## src/rtl/count_arb.sv

```systemverilog
// ----------------------------------------------------------------------------
// count_arb
//
// Two-requester round-robin arbiter that grants ownership of a shared counter
// for a run of L cycles (L = latched length, 0 encodes 2^WIDTH). A run goes
// IDLE -> RUN (L cycles) -> DONE (one cycle) -> IDLE. All outputs are
// registered.
//
// Build option:
//   CNT_DOWN_EN  defined   : counter starts at L-1 and counts down to 0
//                undefined : counter starts at 0 and counts up to L-1
//   Timing is identical in both builds.
//
// Ports:
//   clk        in   rising-edge clock
//   rst        in   asynchronous active-high reset
//   req0/req1  in   requester 0/1 asks for a counting run
//   len0/len1  in   [WIDTH] run length for requester 0/1 (0 means 2^WIDTH)
//   abort      in   terminate the current run (effective only in RUN)
//   gnt0/gnt1  out  requester 0/1 owns the counter (RUN and DONE)
//   cnt        out  [WIDTH] shared counter value
//   busy       out  high in RUN and DONE
//   done       out  one-cycle pulse in DONE
// ----------------------------------------------------------------------------
module count_arb #(
    parameter int WIDTH = 5
) (
    input  logic             clk,
    input  logic             rst,
    input  logic             req0,
    input  logic             req1,
    input  logic [WIDTH-1:0] len0,
    input  logic [WIDTH-1:0] len1,
    input  logic             abort,
    output logic             gnt0,
    output logic             gnt1,
    output logic [WIDTH-1:0] cnt,
    output logic             busy,
    output logic             done
);

    localparam logic [WIDTH-1:0] ONE = WIDTH'(1);

    typedef enum logic [1:0] {
        IDLE = 2'd0,
        RUN  = 2'd1,
        DONE = 2'd2
    } state_t;

    state_t           state_q;
    logic             gnt0_q;
    logic             gnt1_q;
    logic [WIDTH-1:0] cnt_q;
    logic             busy_q;
    logic             done_q;
    logic [WIDTH-1:0] len_q;   // latched run length
    logic [WIDTH-1:0] run_q;   // RUN cycles elapsed, minus one
    logic             last1_q; // 1: requester 1 was granted most recently

    logic             win1_d;
    logic [WIDTH-1:0] len_d;
    logic [WIDTH-1:0] start_d;
    logic [WIDTH-1:0] cnt_d;

    // On a tie the requester not granted last wins; a lone request always wins.
    always_comb begin
        win1_d = (req0 && req1) ? ~last1_q : req1;
        len_d  = win1_d ? len1 : len0;
`ifdef CNT_DOWN_EN
        start_d = len_d - ONE;   // len 0 wraps to 2^WIDTH-1
        cnt_d   = cnt_q - ONE;
`else
        start_d = '0;
        cnt_d   = cnt_q + ONE;
`endif
    end

    always_ff @(posedge clk or posedge rst) begin
        if (rst) begin
            state_q <= IDLE;
            gnt0_q  <= 1'b0;
            gnt1_q  <= 1'b0;
            cnt_q   <= '0;
            busy_q  <= 1'b0;
            done_q  <= 1'b0;
            len_q   <= '0;
            run_q   <= '0;
            last1_q <= 1'b1;     // so requester 0 wins the first tie
        end else begin
            case (state_q)
                IDLE: begin
                    done_q <= 1'b0;
                    if (req0 || req1) begin
                        state_q <= RUN;
                        gnt0_q  <= ~win1_d;
                        gnt1_q  <= win1_d;
                        busy_q  <= 1'b1;
                        len_q   <= len_d;
                        run_q   <= '0;
                        cnt_q   <= start_d;
                        last1_q <= win1_d;
                    end
                end
                RUN: begin
                    if (abort) begin
                        state_q <= IDLE;
                        gnt0_q  <= 1'b0;
                        gnt1_q  <= 1'b0;
                        busy_q  <= 1'b0;
                    end else if (run_q == len_q - ONE) begin
                        // len_q of 0 compares against 2^WIDTH-1: full-length run
                        state_q <= DONE;
                        done_q  <= 1'b1;
                    end else begin
                        run_q <= run_q + ONE;
                        cnt_q <= cnt_d;
                    end
                end
                DONE: begin
                    state_q <= IDLE;
                    done_q  <= 1'b0;
                    gnt0_q  <= 1'b0;
                    gnt1_q  <= 1'b0;
                    busy_q  <= 1'b0;
                end
                default: begin
                    state_q <= IDLE;
                    done_q  <= 1'b0;
                    gnt0_q  <= 1'b0;
                    gnt1_q  <= 1'b0;
                    busy_q  <= 1'b0;
                end
            endcase
        end
    end

    assign gnt0 = gnt0_q;
    assign gnt1 = gnt1_q;
    assign cnt  = cnt_q;
    assign busy = busy_q;
    assign done = done_q;

endmodule

```

## config.mk

```make
export PLATFORM = sky130hd
export DESIGN_NAME = count_arb
export DESIGN_NICKNAME = d
export VERILOG_FILES = /design/src/rtl/count_arb.sv
export SDC_FILE = /design/constraint.sdc
export NUM_CORES = 1
export LEC_CHECK = 0
export ABC_AREA = 1
export CORE_AREA = 5 5 55 66
export CTS_CLUSTER_DIAMETER = 120
export DETAILED_ROUTE_END_ITERATION = 8
export DIE_AREA = 0 0 60 71
export PLACE_DENSITY = 0.69
export SETUP_SLACK_MARGIN = 0.05
export SYNTH_ARGS = -nofsm -noshare
export SYNTH_HDL_FRONTEND = slang
export SYNTH_SLANG_ARGS = --single-unit
```

## constraint.sdc

```tcl
create_clock -name clk -period 1.75 [get_ports clk]
set_clock_uncertainty 0.2 [all_clocks]
set_input_delay 0.4375 -clock clk [delete_from_list [all_inputs] [get_ports clk]]
set_output_delay 0.4375 -clock clk [all_outputs]
set_load 0.05 [all_outputs]
```

==> impl_metrics.py, run 1 <==
metrics = {
    "logic_synthesis": {
        "async_flop_share_pct": 100.0,
        "synth.net_count": 190,
        "synth_top_area_share_pct": 40.98,
        "ys.flop_type": "dfrtp_1",
        "ys_warn_count": 0,
        "synth-seq-cells": 22,
        "syn_area_mm2": 0.001282,
        "synth.largest_area_cell": "dfrtp_1",
        "synth_edf_count": 0,
        "synth_cells": 172,
        "synth.most_common_cell": "nand2_1",
        "avgSynthCellArea_um2": 7.456,
        "yosys-top-cells-area": "dfrtp_1, nand2_1, nand3_1, nor2_1, inv_1",
        "ys_seq_area_share_pct": 43.02,
        "synthTopCellsByCount": "nand2_1, dfrtp_1, nor2_1",
        "ys_types": 20,
    },
    "timing": {
        "relSlewSlack_pct": 81.68,
        "finalHoldViolCount": 0,
        "max_freq_mhz": 555.8,
        "setup-tns-final_ns": -0.3574,
        "worst_pin_slew_ns": 0.2747,
        "fin_crit_sh_pct": 102.8,
        "maxSlewViolCount": 0,
        "finalSetupViolCount": 10,
        "rsz0062_at_grt": "yes",
        "setup_slack_ns": -0.04916,
        "period_needed_ns": 1.799,
    },
    "clocking": {
        "tritoncts": "built",
        "htree_levels": 1,
        "cts_made_buffers": 3,
        "cts_sinks": 22,
        "cts_hold_buffers": 0,
        "cts_root_buf": "clkbuf_4",
        "clk_latency_ns": 0.30,
        "cts.path.max_buffers": 2,
        "clkTransAtPathRegs_ns": 0.12,
    },
    "job": {
        "cap_violations": 0,
    },
    "grt": {
        "grt_pass1_wl_um": 5416,
        "grt_pass1_vias": 1275,
        "grt_max_degree": 23,
        "antenna_found_initial": 0,
        "grt.total_usage_pct": 16.03,
        "overflow": 0,
    },
    "worst_setup_path": {
        "crit_path_max_fanout": 8,
        "end_kind": "register",
        "start_kind": "register",
        "crit_arrival_ns": 1.81,
        "critPathKind": "register to register",
        "worstPathRequired_ns": 1.76,
    },
    "pwr": {
        "ir_drop_mv": 1.365,
        "power_leakage_nw": 0.9117,
        "power.total_w": 0.003235,
        "power_density_mw_per_mm2": 1724,
    },
    "place": {
        "port_buffers": 23,
        "place_ws_ns": -0.1793,
        "gp_congestion": 0.8165,
        "post-dp-hpwl_um": 2298,
    },
    "route": {
        "firstDrtPassIters": 4,
        "drt_iter0_markers": 60,
        "vias_per_cell": 5.040,
        "wl_per_cell_um": 12.07,
        "drc": 0,
        "num_vias": 1250,
        "routed_wl_um": 2993,
        "drtAntennaViolNets": 0,
    },
    "cells_and_area": {
        "fillers": 259,
        "antenna_cells": 0,
        "nNetsFinal": 231,
        "area_growth_pct": 46.34,
        "drive_above_1_share_pct": 23.11,
    },
    "floorplanning": {
        "fp.dieH_um": 71,
        "die-area_mm2": 0.004260,
        "pin_count": 24,
        "dieWidth_um": 60,
        "start_util_pct": 43.14,
        "core_mm2": 0.002973,
        "rows": 22,
    },
    "outcome": {
        "violations": "negative setup slack",
        "status": "complete, but fails checks",
    },
    "hold_path": {
        "hold_path_class": "primary input to async pin",
    },
}
==> sequential cells by signal, indices dropped and copies added (netlist names) <==
register  count
busy          1
cnt           5
done          1
gnt0          1
gnt1          1
last1_q       1
len_q         5
run_q         5
state_q       2
==> stage by stage <==
stage / hold slack [ns] / std cells / instance area, um2 / utilization [%]
after floorplan: 0.2260 / 172 / 1295 / -
after global placement: 0.2763 / 242 / 1764 / 59.34
after detailed placement: 0.2903 / 242 / 1764 / 59.34
after CTS: 0.2558 / 247 / 1844 / 62.04
after global routing: 0.2698 / 248 / 1877 / 63.13
final: 0.2500 / 248 / 1877 / 63.13
==> layout make-up <==
type / instances / area [um2] / area share (%)
multi-input cells: 127 / 694.4 / 37.00
flip-flops and latches: 22 / 551.8 / 29.40
repair buffers: 37 / 450.4 / 24.00
inverters: 22 / 82.58 / 4.400
well taps: 36 / 45.04 / 2.400
clock inverters: 1 / 30.03 / 1.600
clock buffers: 3 / 22.52 / 1.200
==> what timing repair did <==
item                                    in CTS  in global routing
endpoints found under the setup margin      12                 14
gates resized for setup                      4                  5
setup buffers                                1                  1
pin swaps                                    7                  3
==> power breakdown <==
part / switching (W) / leakage, nW / internal [W]
Combinational: 0.00109 / 0.600 / 0.000862
Clock: 0.000152 / 0.0279 / 0.000231
Sequential: 0.000204 / 0.284 / 0.000695
Total: 0.00145 / 0.912 / 0.00179
==> path summary, 6_finish.rpt <==
path	start	end	slack [ns]	depth (start not counted)
worst min register to register	last1_q$_DFFE_PP1P_	last1_q$_DFFE_PP1P_	0.30	2
worst max-delay path	len_q[0]$_DFFE_PP0P_	cnt[2]$_DFFE_PP0P_	-0.05	12
worst min-delay path	rst	done$_DFFE_PP0P_	0.25	3
worst max register to register	len_q[0]$_DFFE_PP0P_	cnt[2]$_DFFE_PP0P_	-0.05	12
max in group asynchronous	rst	last1_q$_DFFE_PP1P_	0.82	3
min in group clk	last1_q$_DFFE_PP1P_	last1_q$_DFFE_PP1P_	0.30	2
==> critical path, stage by stage, from the launching register on <==
cell and delay (ns):
dfrtp_1 0.38, inv_2 0.06, ha_4 0.27, inv_2 0.03
nand2_1 0.05, nand2_1 0.04, nor2_1 0.08, nand2_1 0.09
nor2_4 0.14, nand3_4 0.11, buf_12 0.16, nand3_2 0.05
nand2_1 0.05
==> kinds of logic (layout without fill, tap and decap cells) <==
group	Yosys count	after routing	share of synthesized area, %
simple gates	104	104	37.37
buf+inv	23	63	7.317
fa+ha+maj	3	3	2.927
flops	22	22	43.02
xor+xnor	4	4	2.732
compound gates	16	16	6.633
==> routing by layer <==
metal	GRT usage, %	part of all wire [%]
met3	1.825	3.0
met1	19.86	41
met5	0	0
met4	5.911	2.0
met2	27.76	54
==> cells in the final DEF (no fill, tap or decap) <==
cell type	count
inv_1	18
clkdlybuf4s50_1	14
nor3_4	1
nor3b_1	1
o22ai_1	4
bufinv_16	1
clkbuf_4	3
xor2_1	2
ha_4	1
xnor2_1	2
buf_12	11
nand3_1	7
nand3_2	8
nand3_4	1
dfstp_2	1
a21oi_1	3
nor2_1	20
dfrtp_1	21
ha_1	2
nand2_1	56
nor2_4	3
buf_4	12
inv_2	4
nand2_4	1
o21ai_0	9
nand2_2	2
nand4_1	4
No activity file was read; power rests on OpenSTA's default activity.
==> inputs of run 2 (changes only) <==
Settings changed: CORE_AREA 5 5 55 66 to 5 5 52 63, DIE_AREA 0 0 60 71 to 0 0 57 68, PLACE_DENSITY 0.69 to 0.74.
Clock period 1.75 ns to 1.7 ns, I/O delays scaled along.
==> run 2 against run 1 <==
Effect of this change: worst setup slack got worse by 0.063 ns; routed wire length up 0.84%; the flow still finishes with violations (negative setup slack); final area is 0.80% higher; worst hold slack worse by 0.16 ns; non-clock buffer count up 3; highest routed layer unchanged; critical path type unchanged; combinational power is 6% higher; largest cell class unchanged.
==> impl_metrics.py, run 2 (synthesis results as in run 1) <==
metrics = {
    "outcome": {
        "status": "complete, but fails checks",
        "violations": "negative setup slack",
    },
    "clocking": {
        "cts_sinks": 22,
        "cts_hold_buffers": 0,
        "cts_root_buf": "clkbuf_4",
        "tritoncts": "built",
        "clk_latency_ns": 0.32,
        "clkTransAtPathRegs_ns": 0.13,
        "cts_made_buffers": 3,
        "cts.path.max_buffers": 2,
        "htree_levels": 1,
    },
    "cells_and_area": {
        "nNetsFinal": 234,
        "multi_input_area_um2": 700.7,
        "seqCellArea_um2": 553.0,
        "drive_above_1_share_pct": 26.05,
        "fillers": 206,
        "fin_util_pct": 70.59,
        "area_growth_pct": 47.51,
        "antenna_cells": 0,
        "finalNonFillerCells": 249,
        "most-common-layout-cells": "nand2_1, nor2_1, dfrtp_1",
        "final_common_cell": "nand2_1",
    },
    "worst_setup_path": {
        "crit_path_max_fanout": 8,
        "end_kind": "register",
        "critPathKind": "register to register",
        "start_kind": "register",
        "crit_arrival_ns": 1.82,
        "worstPathRequired_ns": 1.71,
        "ff2ff_path_depth": 12,
        "r2r_start": "len_q[0]$_DFFE_PP0P_",
        "worstReg2RegEnd": "run_q[0]$_DFFE_PP0P_",
        "r2r_setup_slack_ns": -0.11,
    },
    "timing": {
        "period_needed_ns": 1.812,
        "relSlewSlack_pct": 82.46,
        "setup_slack_ns": -0.1119,
        "max_freq_mhz": 551.9,
        "setup-tns-final_ns": -0.9778,
        "worst_pin_slew_ns": 0.2621,
        "finalHoldViolCount": 0,
        "finalSetupViolCount": 12,
        "rsz0062_at_grt": "yes",
        "fin_crit_sh_pct": 106.6,
        "maxSlewViolCount": 0,
    },
    "pwr": {
        "power_leakage_nw": 0.9180,
        "power_density_mw_per_mm2": 1727,
        "power.total_w": 0.003266,
        "ir_drop_mv": 1.265,
    },
    "grt": {
        "overflow": 0,
        "grt_max_degree": 13,
        "use_met2_pct": 33.43,
        "grt.total_usage_pct": 16.89,
        "grt_pass1_wl_um": 5188,
        "grt_pass1_vias": 1301,
        "grt.met1_usage_pct": 17.95,
        "antenna_found_initial": 0,
        "gr-usage-met3_pct": 2.264,
        "grt-busiest-layer": "met2",
    },
    "floorplanning": {
        "dieWidth_um": 57,
        "start_util_pct": 47.85,
        "rows": 21,
        "fp.dieH_um": 68,
        "core_mm2": 0.002680,
        "die-area_mm2": 0.003876,
        "pin_count": 24,
    },
    "route": {
        "drt_iter0_markers": 35,
        "routed_wl_um": 3018,
        "drtAntennaViolNets": 0,
        "vias_per_cell": 5.120,
        "firstDrtPassIters": 4,
        "num_vias": 1275,
        "wl_per_cell_um": 12.12,
        "drc": 0,
    },
    "place": {
        "gp_congestion": 0.8748,
        "port_buffers": 23,
        "placed_cells": 243,
        "post-dp-hpwl_um": 2324,
    },
    "job": {
        "cap_violations": 0,
    },
    "hold_path": {
        "hold_path_class": "primary input to async pin",
    },
}
-- run 2: critical path, stage by stage, from the launching register on --
cell and delay (ns):
dfrtp_1 0.39, inv_2 0.06, ha_4 0.27, inv_2 0.03, nand2_1 0.05, nand2_1 0.05
nor2_1 0.08, nand2_1 0.09, nor2_4 0.13, nand3_4 0.11, buf_12 0.16, nand3_2 0.06
nand2_1 0.05
-- run 2: repair_timing --
item	in CTS	in global routing
resized for setup	7	7
setup buffers	2	0
pin swaps	12	2
setup endpoints to repair	14	15
-- run 2: how the worst max path moves through the flow --
| stage | start | to | slack (ns) | depth (start not counted) |
|---|---|---|---|---|
| final | len_q[0]$_DFFE_PP0P_ | run_q[0]$_DFFE_PP0P_ | -0.11 | 12 |
| after global routing | len_q[0]$_DFFE_PP0P_ | cnt[4]$_DFFE_PP0P_ | -0.24 | 12 |
| after detailed placement | req0 | run_q[2]$_DFFE_PP0P_ | -0.21 | 8 |
| after global placement | req1 | run_q[0]$_DFFE_PP0P_ | -0.16 | 8 |
| after CTS | len_q[0]$_DFFE_PP0P_ | cnt[4]$_DFFE_PP0P_ | -0.14 | 12 |
| after floorplan | len_q[0]$_DFFE_PP0P_ | cnt[0]$_DFFE_PP0P_ | -0.07 | 13 |
-- run 2: area by class of cell --
cell class / count / area share, %
Inverter: 22 / 4.365
Sequential cell: 22 / 29.23
Clock buffer: 4 / 1.918
Multi-Input combinational cell: 127 / 37.04
Tap cell: 34 / 2.249
Timing Repair Buffer: 40 / 25.20
-- run 2: power breakdown --
group	leakage [nW]	total, W	switching [W]	internal [W]
registers	0.282	0.000916	0.000198	0.000718
clock network	0.0210	0.000294	0.000163	0.000131
logic	0.615	0.00206	0.00114	0.000914
total	0.918	0.00327	0.00150	0.00176
-- run 2: metal layers --
layer | vias to the layer above | share of wire, % | wire (um)
li1 | 632 | - | -
met1 | 603 | 41 | 1236
met2 | 33 | 53 | 1607
met3 | 7 | 3.8 | 115
met4 | 0 | 2.0 | 59
met5 | - | 0 | 0
-- run 2: metrics by stage --
step / setup slack [ns] / instance area, um2 / hold WS (ns)
5_1_grt: -0.2359 / 1892 / 0.09064
3_5_place_dp: -0.2113 / 1784 / 0.2772
3_3_place_gp: -0.1609 / 1784 / 0.2758
4_1_cts: -0.1420 / 1869 / 0.09259
2_1_floorplan: -0.07056 / 1295 / 0.2135
6_report: -0.1119 / 1892 / 0.09026
==> inputs of run 3 (changes only) <==
Settings changed: PLACE_DENSITY 0.74 to 0.87.
==> run 3 against run 2 <==
Effect of this change: the run still ends with negative setup slack left; sequential power barely moved; fmax down 0.73%; non-clock buffer count is the same; worst hold slack gained 0.034 ns; first-iteration DRC count rose by 14%; final cell count did not move; count of clock-buffer cells in the layout is the same; die area unchanged; critical path depth unchanged.
==> impl_metrics.py, run 3 (synthesis results as in run 1) <==
metrics = {
    "worst_setup_path": {
        "crit_path_max_fanout": 8,
        "cpMostUsedCell": "nand2_1",
        "start_kind": "register",
        "worst_path_max_delay_cell": "dfrtp_1",
        "ff2ff_path_depth": 12,
        "critPathKind": "register to register",
        "worstReg2RegEnd": "run_q[4]$_DFFE_PP0P_",
        "path_cells": "inv_2 -> ha_4 -> inv_2 -> nand2_1 -> nand2_1 -> nor2_1 -> nand2_1 -> nor2_4 -> nand3_4 -> buf_12 -> nand3_2 -> nand2_1",
        "end_kind": "register",
        "r2r_setup_slack_ns": -0.13,
        "crit_arrival_ns": 1.84,
        "r2r_start": "len_q[0]$_DFFE_PP0P_",
        "worstPathRequired_ns": 1.72,
        "crit_path_max_incr_delay_ns": 0.40,
    },
    "clocking": {
        "cts_sinks": 22,
        "post_cts_buffers": 0,
        "cts_root_buf": "clkbuf_4",
        "clk_latency_ns": 0.33,
        "cts_hold_buffers": 0,
        "htree_levels": 1,
        "cts.path.max_buffers": 2,
        "clkTransAtPathRegs_ns": 0.11,
        "cts_made_buffers": 3,
        "tritoncts": "built",
    },
    "pwr": {
        "power.total_w": 0.003182,
        "power_leakage_nw": 0.9138,
        "power_density_mw_per_mm2": 1709,
        "ir_drop_mv": 1.255,
    },
    "timing": {
        "maxSlewViolCount": 0,
        "worst_pin_slew_ns": 0.2607,
        "finalSetupViolCount": 12,
        "relSlewSlack_pct": 82.60,
        "finalHoldViolCount": 0,
        "rsz0062_at_grt": "yes",
        "max_freq_mhz": 547.9,
        "fin_crit_sh_pct": 107.4,
        "setup_slack_ns": -0.1252,
        "period_needed_ns": 1.825,
    },
    "grt": {
        "antenna_found_initial": 0,
        "grt_pass1_wl_um": 4995,
        "grt_pass1_vias": 1250,
        "grt_max_degree": 13,
        "overflow": 0,
        "grt.total_usage_pct": 16.11,
    },
    "route": {
        "vias_per_cell": 5.112,
        "wl_per_cell_um": 12.00,
        "drc": 0,
        "firstDrtPassIters": 4,
        "routed_wl_um": 2989,
        "drt_iter0_markers": 40,
        "drtAntennaViolNets": 0,
        "num_vias": 1273,
    },
    "outcome": {
        "status": "complete, but fails checks",
        "violations": "negative setup slack",
    },
    "cells_and_area": {
        "seqCellArea_um2": 551.8,
        "finalNonFillerCells": 249,
        "most-common-layout-cells": "nand2_1, dfrtp_1, nor2_1",
        "fillers": 221,
        "multi_input_area_um2": 681.9,
        "nNetsFinal": 234,
        "antenna_cells": 0,
        "area_growth_pct": 45.17,
        "final_common_cell": "nand2_1",
        "drive_above_1_share_pct": 22.79,
    },
    "place": {
        "gp_congestion": 0.8032,
        "placed_cells": 245,
        "post-dp-hpwl_um": 2374,
        "port_buffers": 23,
    },
    "floorplanning": {
        "pin_count": 24,
        "start_util_pct": 47.85,
        "die-area_mm2": 0.003876,
        "core_mm2": 0.002680,
        "rows": 21,
        "dieWidth_um": 57,
        "fp.dieH_um": 68,
    },
    "hold_path": {
        "hold_path_class": "primary input to async pin",
    },
    "job": {
        "cap_violations": 0,
    },
}
-- run 3: cell counts in the layout (fill, tap and decap cells not counted) --
Identical to the previous run, type by type.
-- run 3: worst max-delay path by stage --
stage,endpoint,from,slack [ns]
after CTS,cnt[3]$_DFFE_PP0P_,len_q[0]$_DFFE_PP0P_,-0.13
after detailed placement,cnt[1]$_DFFE_PP0P_,req1,-0.24
after global routing,run_q[4]$_DFFE_PP0P_,len_q[0]$_DFFE_PP0P_,-0.23
after floorplan,cnt[0]$_DFFE_PP0P_,len_q[0]$_DFFE_PP0P_,-0.07
after global placement,cnt[2]$_DFFE_PP0P_,req1,-0.16
final,run_q[4]$_DFFE_PP0P_,len_q[0]$_DFFE_PP0P_,-0.13
-- run 3: cell type report --
cell class              count  area share (%)
clock buffers               4           1.411
multi-input cells         127           36.63
inverters                  22           4.435
flip-flops and latches     22           29.64
well taps                  34           2.285
repair buffers             40           25.60
-- run 3: where the power goes --
part	total [W]	internal [W]	switching, W	leakage (nW)
Clock	0.000257	0.0000921	0.000165	0.0150
Combinational	0.00201	0.000888	0.00112	0.615
Sequential	0.000914	0.000716	0.000199	0.284
-- run 3: worst max-delay path, delay by kind of cell (launching register included) --
family | cells | cell delay (ns)
and+or+nand+nor | 8 | 0.63
DFF | 1 | 0.40
adders and majority gates | 1 | 0.26
buffers and inverters | 3 | 0.25
-- run 3: per-layer routing --
layer / track usage, % / wire (um)
met1: 18.45 / 1226
met2: 29.00 / 1625
met3: 1.887 / 69
met4: 9.275 / 68
met5: 0 / 0
-- run 3: what timing repair did --
item,in CTS,in global routing
cloned,0,0
endpoints found under the hold margin,0,0
endpoints found under the setup margin,13,16
pin swaps,1,0
gates resized for setup,2,7
-- run 3: metrics by stage --
| stage | setup TNS, ns | util, % | hold WS [ns] | setup WS (ns) | instance area [um2] |
|---|---|---|---|---|---|
| after floorplan | -0.5811 | - | 0.2135 | -0.07056 | 1295 |
| after detailed placement | -3.363 | 67.13 | 0.2933 | -0.2388 | 1799 |
| after global placement | -2.429 | 67.13 | 0.2752 | -0.1632 | 1799 |
| after CTS | -1.258 | 68.49 | 0.1424 | -0.1278 | 1836 |
| final | -1.039 | 69.47 | 0.1240 | -0.1252 | 1862 |
| after global routing | -2.373 | 69.47 | 0.1315 | -0.2282 | 1862 |
